## config.mk

```make
export PLATFORM = sky130hd
export DESIGN_NAME = morse_captura_flat
export DESIGN_NICKNAME = d
export VERILOG_FILES = /design/src/rtl/morse_captura_if.sv /design/src/rtl/morse_captura.sv /design/src/flat_wrapper.sv
export SDC_FILE = /design/constraint.sdc
export NUM_CORES = 1
export LEC_CHECK = 0
export BUFFER_PORTS_ARGS = -buffer_cell sky130_fd_sc_hd__buf_2
export CELL_PAD_IN_SITES_DETAIL_PLACEMENT = 1
export CELL_PAD_IN_SITES_GLOBAL_PLACEMENT = 1
export CORE_AREA = 2 2 121 123
export CTS_CLUSTER_DIAMETER = 60
export DETAILED_ROUTE_END_ITERATION = 8
export DIE_AREA = 0 0 123 125
export PLACE_DENSITY_LB_ADDON = 0.15
export SLEW_MARGIN = 20
export SYNTH_ARGS = -nofsm -noshare
export SYNTH_HDL_FRONTEND = slang
export SYNTH_SLANG_ARGS = --single-unit
```

## constraint.sdc

```tcl
create_clock -name clk -period 2.3 [get_ports clk]
set_input_delay 0 -clock clk [delete_from_list [all_inputs] [get_ports clk]]
set_output_delay 0 -clock clk [all_outputs]
set_load 0.02 [all_outputs]
```

## src/rtl/morse_captura_if.sv

```systemverilog
// Bundle of key/acknowledge inputs and captured-character outputs of the
// Morse key capture block. The capture block is the slave; whoever drives
// the key and consumes characters is the master.
interface morse_captura_if;
  logic       key;
  logic       ack;
  logic [9:0] morse;
  logic [2:0] nsym;
  logic       valid;
  logic       overflow;
  logic       short;
  logic       long;
  logic       busy;

  modport master (
    output key,
    output ack,
    input  morse,
    input  nsym,
    input  valid,
    input  overflow,
    input  short,
    input  long,
    input  busy
  );

  modport slave (
    input  key,
    input  ack,
    output morse,
    output nsym,
    output valid,
    output overflow,
    output short,
    output long,
    output busy
  );
endinterface

```

## src/rtl/morse_captura.sv

```systemverilog
// Telegraph key capture: synchronizes and debounces a raw key, times each
// press against a tick time base, classifies it as short or long, packs up
// to five symbols into a character and hands it off with valid/ack.
module morse_captura #(
  parameter int TICK_DIV = 50000,
  parameter int DEBOUNCE = 10,
  parameter int DOT_MAX  = 200,
  parameter int GAP      = 600
) (
  input  logic            clk,
  input  logic            reset,
  morse_captura_if.slave  bus
);

  localparam int TICK_W  = (TICK_DIV > 1) ? $clog2(TICK_DIV) : 1;
  localparam int DEB_W   = (DEBOUNCE > 1) ? $clog2(DEBOUNCE + 1) : 1;
  localparam int PRESS_W = $clog2(DOT_MAX + 2);
  localparam int GAP_W   = $clog2(GAP + 1);
  localparam int MAX_SYM = 5;

  typedef enum logic [1:0] {IDLE, PRESS, GAPW, DONE} state_t;

  state_t state;
  state_t state_n;

  // key synchronizer
  logic key_s1;
  logic key_s2;

  // time base
  logic [TICK_W-1:0] tick_cnt;
  logic              tick;

  // debouncer
  logic             deb;
  logic [DEB_W-1:0] deb_cnt;
  logic             deb_flip;
  logic             deb_rise;
  logic             deb_fall;

  // character assembly
  logic [PRESS_W-1:0] press_cnt;
  logic [PRESS_W-1:0] press_n;
  logic [GAP_W-1:0]   gap_cnt;
  logic [GAP_W-1:0]   gap_n;
  logic [9:0]         morse_r;
  logic [9:0]         morse_n;
  logic [2:0]         nsym_r;
  logic [2:0]         nsym_n;
  logic               ovf_r;
  logic               ovf_n;
  logic               valid_r;
  logic               valid_n;
  logic               short_r;
  logic               short_n;
  logic               long_r;
  logic               long_n;
  logic               is_short;
  logic [1:0]         sym;

  // Two-flop synchronizer for the asynchronous key input.
  always_ff @(posedge clk or posedge reset) begin
    if (reset) begin
      key_s1 <= 1'b0;
      key_s2 <= 1'b0;
    end else begin
      key_s1 <= bus.key;
      key_s2 <= key_s1;
    end
  end

  assign tick = (tick_cnt == TICK_W'(TICK_DIV - 1));

  // Free-running divider: one tick every TICK_DIV cycles after reset release.
  always_ff @(posedge clk or posedge reset) begin
    if (reset) begin
      tick_cnt <= '0;
    end else if (tick) begin
      tick_cnt <= '0;
    end else begin
      tick_cnt <= tick_cnt + 1'b1;
    end
  end

  // The accepted level flips on the tick that completes DEBOUNCE consecutive
  // disagreeing ticks; rise/fall pulses are valid in that same cycle.
  assign deb_flip = tick && (key_s2 != deb) && (deb_cnt == DEB_W'(DEBOUNCE - 1));
  assign deb_rise = deb_flip && key_s2;
  assign deb_fall = deb_flip && !key_s2;

  // Debounce counter: any cycle where the synchronized key agrees with the
  // accepted level restarts the count, so short bounces never accumulate.
  always_ff @(posedge clk or posedge reset) begin
    if (reset) begin
      deb     <= 1'b0;
      deb_cnt <= '0;
    end else if (key_s2 == deb) begin
      deb_cnt <= '0;
    end else if (tick) begin
      if (deb_flip) begin
        deb     <= key_s2;
        deb_cnt <= '0;
      end else begin
        deb_cnt <= deb_cnt + 1'b1;
      end
    end
  end

  // FSM state register.
  always_ff @(posedge clk or posedge reset) begin
    if (reset) begin
      state <= IDLE;
    end else begin
      state <= state_n;
    end
  end

  // Next state and next values of the character registers.
  always_comb begin
    state_n  = state;
    press_n  = press_cnt;
    gap_n    = gap_cnt;
    morse_n  = morse_r;
    nsym_n   = nsym_r;
    ovf_n    = ovf_r;
    valid_n  = valid_r;
    short_n  = 1'b0;
    long_n   = 1'b0;
    is_short = 1'b0;
    sym      = 2'b00;

    case (state)
      IDLE: begin
        // Only a fresh rise starts a capture; a key still held from before
        // the acknowledge has no edge here and is ignored.
        if (deb_rise) begin
          state_n = PRESS;
          morse_n = '0;
          nsym_n  = '0;
          ovf_n   = 1'b0;
          press_n = '0;
        end
      end

      PRESS: begin
        if (deb_fall) begin
          // Classify on the count reached before this tick.
          is_short = (press_cnt <= PRESS_W'(DOT_MAX));
          short_n  = is_short;
          long_n   = !is_short;
          sym      = is_short ? 2'b01 : 2'b10;
          if (nsym_r == 3'(MAX_SYM)) begin
            ovf_n = 1'b1;
          end else begin
            for (int i = 0; i < MAX_SYM; i++) begin
              if (nsym_r == 3'(i)) begin
                morse_n[2*i +: 2] = sym;
              end
            end
            nsym_n = nsym_r + 3'd1;
          end
          gap_n   = '0;
          state_n = GAPW;
        end else if (tick && (press_cnt != PRESS_W'(DOT_MAX + 1))) begin
          press_n = press_cnt + 1'b1;
        end
      end

      GAPW: begin
        if (deb_rise) begin
          state_n = PRESS;
          gap_n   = '0;
          press_n = '0;
        end else if (gap_cnt == GAP_W'(GAP)) begin
          state_n = DONE;
          valid_n = 1'b1;
        end else if (tick) begin
          gap_n = gap_cnt + 1'b1;
        end
      end

      DONE: begin
        // Character held; key activity ignored until the consumer takes it.
        if (bus.ack) begin
          state_n = IDLE;
          valid_n = 1'b0;
        end
      end

      default: begin
        state_n = IDLE;
      end
    endcase
  end

  // Character, counter and pulse registers.
  always_ff @(posedge clk or posedge reset) begin
    if (reset) begin
      press_cnt <= '0;
      gap_cnt   <= '0;
      morse_r   <= '0;
      nsym_r    <= '0;
      ovf_r     <= 1'b0;
      valid_r   <= 1'b0;
      short_r   <= 1'b0;
      long_r    <= 1'b0;
    end else begin
      press_cnt <= press_n;
      gap_cnt   <= gap_n;
      morse_r   <= morse_n;
      nsym_r    <= nsym_n;
      ovf_r     <= ovf_n;
      valid_r   <= valid_n;
      short_r   <= short_n;
      long_r    <= long_n;
    end
  end

  assign bus.morse    = morse_r;
  assign bus.nsym     = nsym_r;
  assign bus.overflow = ovf_r;
  assign bus.valid    = valid_r;
  assign bus.short    = short_r;
  assign bus.long     = long_r;
  assign bus.busy     = (state == PRESS) || (state == GAPW);

endmodule

```

## src/flat_wrapper.sv

```systemverilog
// flat-port wrapper written by rule: the top's interface ports become plain ports
module morse_captura_flat 
#(
  parameter int TICK_DIV = 50000,
  parameter int DEBOUNCE = 10,
  parameter int DOT_MAX  = 200,
  parameter int GAP      = 600
)
  (clk, reset, bus_key, bus_ack, bus_morse, bus_nsym, bus_valid, bus_overflow, bus_short, bus_long, bus_busy);
  morse_captura_if bus_i ();
  input  logic clk;
  input  logic reset;
  input wire logic [$bits(bus_i.key)-1:0] bus_key;
  input wire logic [$bits(bus_i.ack)-1:0] bus_ack;
  output wire logic [$bits(bus_i.morse)-1:0] bus_morse;
  output wire logic [$bits(bus_i.nsym)-1:0] bus_nsym;
  output wire logic [$bits(bus_i.valid)-1:0] bus_valid;
  output wire logic [$bits(bus_i.overflow)-1:0] bus_overflow;
  output wire logic [$bits(bus_i.short)-1:0] bus_short;
  output wire logic [$bits(bus_i.long)-1:0] bus_long;
  output wire logic [$bits(bus_i.busy)-1:0] bus_busy;
  assign bus_i.key = bus_key;
  assign bus_i.ack = bus_ack;
  assign bus_morse = bus_i.morse;
  assign bus_nsym = bus_i.nsym;
  assign bus_valid = bus_i.valid;
  assign bus_overflow = bus_i.overflow;
  assign bus_short = bus_i.short;
  assign bus_long = bus_i.long;
  assign bus_busy = bus_i.busy;
  morse_captura #(.TICK_DIV(TICK_DIV), .DEBOUNCE(DEBOUNCE), .DOT_MAX(DOT_MAX), .GAP(GAP)) u_core (.clk(clk), .reset(reset), .bus(bus_i));
endmodule
```

=== Word level (Yosys, flattened, before mapping) ===
Cells that the tools add are included.

* Equality and inequality tests: 32
* Add/subtract/negate cells: 5
* Bitwise logic cells: 1
* Mux-type cells: 45
* Order comparisons: 1
* Reduce and logical (&&, ||, !) cells: 28

{| class="wikitable"
|+ Operators with widths
! cell !! number
|-
| $mux W10 || 7
|-
| $pmux W10 S2 || 2
|-
| $reduce_and A5 Y1 || 5
|-
| $mux W8 || 3
|-
| $reduce_and A4 Y1 || 6
|-
| $mux W2 || 11
|-
| $ne A2 B1 Y1 const B || 11
|-
| $add A16 B1 Y16 const B || 1
|-
| $eq A16 B16 Y1 const B || 1
|-
| $mux W16 || 1
|-
| $pmux W8 S2 || 1
|-
| $mux W4 || 3
|-
| $add A10 B1 Y10 const B || 1
|-
| $eq A10 B10 Y1 const B || 1
|-
| $mux W1 || 10
|-
| $reduce_bool A2 Y1 || 5
|-
| $mux W3 || 3
|-
| $add A8 B1 Y8 const B || 1
|-
| $le A8 B8 Y1 const B || 1
|-
| $ne A2 B2 Y1 const B || 4
|-
| $ne A8 B8 Y1 const B || 1
|-
| $pmux W2 S4 || 1
|-
| $eq A3 B2 Y1 const B || 2
|-
| $eq A3 B3 Y1 const B || 2
|-
| other kinds (20) || 28
|}

* Output and inout port bits: 18
* Logic and storage cells: 130
* Input bits: 4
* Register bits after elaboration: 60

=== Logic depth before layout (Yosys ltp) ===
* Word-level depth: 6
* Gate-level depth with buffers: 9
* Mapped depth without buffers: 7

=== Worst setup path after synthesis ===
OpenSTA, ideal clock, no wires.

* Path type: register -> register
* From: reg u_core.gap_cnt[0]
* To: reg u_core.state[0]
* Data required time: 2.220 ns
* Arrival time: 2.054 ns
* Clock period less this slack: 2.134 ns
* Path buffers: 0
* Cell stages (with the launch flop): 8
* Setup time: 0.080 ns
* Setup slack: 0.166 ns
* Cells stage by stage: dfrtp_1 inv_1 ha_1 nor4bb_1 a31oi_1 or4_1 o311ai_0 mux2i_1

* Cells in the longest elaborated chain, start to end: 3

{| class="wikitable"
|+ Ends and longest elaborated chain
! item !! line !! source
|-
| start: declaration || morse_captura.sv:44 || <nowiki>logic [GAP_W-1:0] gap_cnt;</nowiki>
|-
| start signal: assignment || morse_captura.sv:209 || <nowiki>gap_cnt <= gap_n;</nowiki>
|-
| $eq A10 B10 Y1 || morse_captura.sv:174 || <nowiki>end else if (gap_cnt == GAP_W'(GAP)) begin</nowiki>
|-
| $ne A3 B1 Y1 (no source line) || n/a ||
|-
| $reduce_and A4 Y1 (no source line) || n/a ||
|-
| end signal: assignment || morse_captura.sv:114 || <nowiki>state <= state_n;</nowiki>
|-
| end: declaration || morse_captura.sv:23 || <nowiki>state_t state;</nowiki>
|}

Every way passes these cells.
A chain may end at the register's enable or synchronous reset.

=== Worst setup path after layout ===
Same ends and word-level chain as after synthesis.

==> summary.txt <==
Synthesis
  • Ys flop type: dfrtp_1
  • Post-synthesis register bit count: 60
  • Dominant cell type by area after synthesis: dfrtp_1
  • Syn Std Cell Area: 3460 um^2
  • Synth top area cells: dfrtp_1, ha_1, nand2_1
  • Most instantiated library cell after synthesis: dfrtp_1
  • Synth unique cells: 55
  • Simple-gate share of the synthesized area: between 20% and 30%
  • Post-Syn Instances: approximately 360
  • Post-synthesis adder-cell area fraction: around 6%
  • Yosys warns: 0
  • Number of flops mapped to enable cells by yosys: 0
  • Post-synthesis sequential area ratio: between 40% and 50%
  • Synth cell count leaders: dfrtp_1, nand2_1, nor2_1, inv_1, nand3_1
  • Largest family of logic cells by synthesized area: simple AND/OR/NAND/NOR gates
  • Compound-Gate Fraction of Synth Area: 19.4%
  • Mux cell area share after synthesis: between 1 and 1.5%
  • Yosys top cell area share: 43.4%
  • Synth Area per Inst: just under 10 um^2
  • Fraction of synthesized cell area in xor and xnor cells: approximately 3.8%
  • Synth Net Count: 380
  • Share of flip-flops with an asynchronous set or reset: between 90% and 100%

Place
  • Placed Area: between 4000 and 5000 um^2
  • DP HPWL: ~6800 um
  • Placed cells: 587
  • Routability cong.: 0.769
  • IO Port Bufs: 21

STA
  • Relative slew slack: roughly 54%
  • Final TNS setup: 0 ps
  • Final Skew: about 6.4 ps
  • Max Transition Viols Final: 0
  • Final Hold Fails: 0
  • Final period utilization: 92.0%
  • Unrepaired setup endpoints after global routing: false
  • Fmax: 473 MHz
  • Final setup violation count: 0
  • Post-route minimum period: around 2100 ps
  • Slew @ Worst Pin: around 690 ps

Clocking
  • CTS Sinks: 60
  • Clk slew on worst S/H paths: ~50 ps
  • Root buf cell: clkbuf_16
  • CTS tree: done
  • Max Buffers Root-to-Sink: 2
  • CTS H-tree depth: 3
  • Clock Latency Late Sink: between 300 and 400 ps
  • CTS buffer count: 9

Detailed routing
  • Initial DRC Count: 101
  • Drt pass-1 iters: 4
  • Vias per std cell: ~4.9
  • DR vias: approximately 3,000
  • Final WL: between 9000 and 10,000 um
  • Post-route DRC violation count: 0
  • Antenna-violating nets left: 0
  • DR WL/cell: 15.7 um

Setup path
  • Setup CP Type: flop to flop
  • RR Startpoint: u_core.gap_cnt[0]
  • Crit path capture type: flop
  • R2r setup slk: around 180 ps
  • Critical path launch point type: flop
  • Crit path DAT: about 2400 ps
  • Reg-to-Reg End: u_core.state[0]
  • Reg2reg path depth: 8
  • Crit-path max FO: 5
  • Critical Path RT: 2560 ps

Global route
  • Largest net degree at the start of global routing: 34
  • Antenna violations before repair: 0
  • Gr usage total: a little over an eighth
  • Number of global-route vias before repair: around 3,200
  • First-pass GRT wire length: approximately 16,000 um
  • Aggregate global routing overflow: 0

Pwr
  • Logic pwr share: under 10%
  • Clk pwr share: roughly 57%
  • Static leakage: roughly 0.0019 uW
  • Int Power: slightly above 2000 uW
  • P_sw: roughly 530 uW
  • Power per cell area: 593 nW/um^2
  • Total power: 2600 uW
  • Power share of the sequential group: 40.8%
  • Sw frac: 20.3%
  • Peak supply drop: approximately 380 uV

Layout
  • Final nets: 438
  • Number of diodes: 0
  • Fraction of layout cells with a size suffix above 1: a little over a fifth
  • Non-Filler Instances: approximately 600
  • Cell area after layout: about 4400 um^2
  • Layout area overhead: 26.5%

Floorplanning
  • # IOs: 22
  • Die W: roughly 120 um
  • Initial Utilization: 24.4%
  • # rows: 44
  • Die span in y: around 130 um
  • Die area: about 15,000 um^2
  • Core Box Area: between 10,000 and 15,000 um^2

Hold path
  • Hold_sp: bus_key
  • Hold EP: u_core.key_s1
  • Worst hold path depth: 2
  • Min-Delay Path Class: primary input to flop

Run status
  • Status: finished clean

Flow run
  • Maxcap violations: 0
==> logic make-up (layout without fill, tap and decap cells) <==
logic type | after synthesis | after routing
AOI/OAI and AO/OA | 86 | 86
and+or+nand+nor | 142 | 142
muxes | 4 | 4
adders and majority gates | 17 | 17
xor gates and xnor gates | 15 | 15
DFF | 60 | 60
buffers and inverters | 35 | 97
==> area by class of cell <==
class,count,area [um^2]
Tap cell,184,230
Clock buffer,11,253
Fill cell,1674,9820
Multi-Input combinational cell,264,1830
Clock inverter,4,72.6
Timing Repair Buffer,59,410
Sequential cell,60,1500
Inverter,23,86.3
==> sequential cells by signal (all words and copies together), names as in the netlist <==
| signal | flops |
|---|---|
| u_core.bus.long | 1 |
| u_core.bus.morse | 10 |
| u_core.bus.nsym | 3 |
| u_core.bus.overflow | 1 |
| u_core.bus.short | 1 |
| u_core.bus.valid | 1 |
| u_core.deb | 1 |
| u_core.deb_cnt | 4 |
| u_core.gap_cnt | 10 |
| u_core.key_s1 | 1 |
| u_core.key_s2 | 1 |
| u_core.press_cnt | 8 |
| u_core.state | 2 |
| u_core.tick_cnt | 16 |
==> worst max-delay path: stages (launching register included) <==
cell and delay (ps):
dfrtp_1 420, inv_1 70, ha_1 140, nor4bb_1 260, buf_4 170, a31oi_1 100, or4_1 470, o311ai_0 170
mux2i_1 240
==> worst max path at each step <==
| stage | startpoint | to | cells past startpoint |
|---|---|---|---|
| floorplan | u_core.gap_cnt[0] | u_core.state[0] | 7 |
| global placement | u_core.state[1] | u_core.press_cnt[5] | 7 |
| detailed placement | u_core.state[1] | u_core.press_cnt[5] | 7 |
| CTS | u_core.tick_cnt[5] | u_core.press_cnt[1] | 6 |
| global route | u_core.gap_cnt[0] | u_core.state[0] | 8 |
| finish | u_core.gap_cnt[0] | u_core.state[0] | 8 |
==> routing by layer <==
metal,global-route usage [%],vias up,share of wire [%]
met5,0,-,0
met4,4.08,0,1.4
met3,4.24,8,3.3
met2,21.3,30,48
met1,17.7,1500,47
li1,-,1436,-
==> power groups by stage <==
stage               Combinational [uW]  Clock, uW  Sequential, uW
floorplan                         20.5          0            1080
global placement                  41.6          0            1080
detailed placement                42.0          0            1080
CTS                               46.0       1550            1060
global route                      49.8       1590            1060
finish                            42.7       1490            1060
==> cell usage in the layout (no fill, tap or decap), drive strengths merged, types with 3 or more instances in the layout <==
master	count
dfrtp	60
dlygate4sd3	3
a211oi	8
nor4	3
clkbuf	11
o21ai	16
nor3	7
and3	3
o311ai	6
nor2	26
mux2i	3
buf	56
nand4	9
nand2	40
a21oi	9
xnor2	9
inv	22
nand3	20
a22o	6
nand2b	7
o31ai	17
or3	4
ha	17
o41ai	5
and2	4
xor2	6
a31oi	4
and4	3
==> stage by stage <==
step,setup WS [ps],utilization (%),hold WS (ps)
after detailed placement,87.7,28.3,109
after global routing,24.9,30.8,295
after CTS,64.9,30.8,289
after global placement,131,28.3,110
after floorplan,166,-,31.4
final,184,30.8,306
==> timing repair <==
item / 4_1_cts / 5_1_grt
gates resized for setup: 0 / 2
setup endpoints to repair: 0 / 5
hold buffers: 3 / 0
setup buffers: 0 / 0
endpoints found under the hold margin: 29 / 0
(Power assumes the default switching activity.)
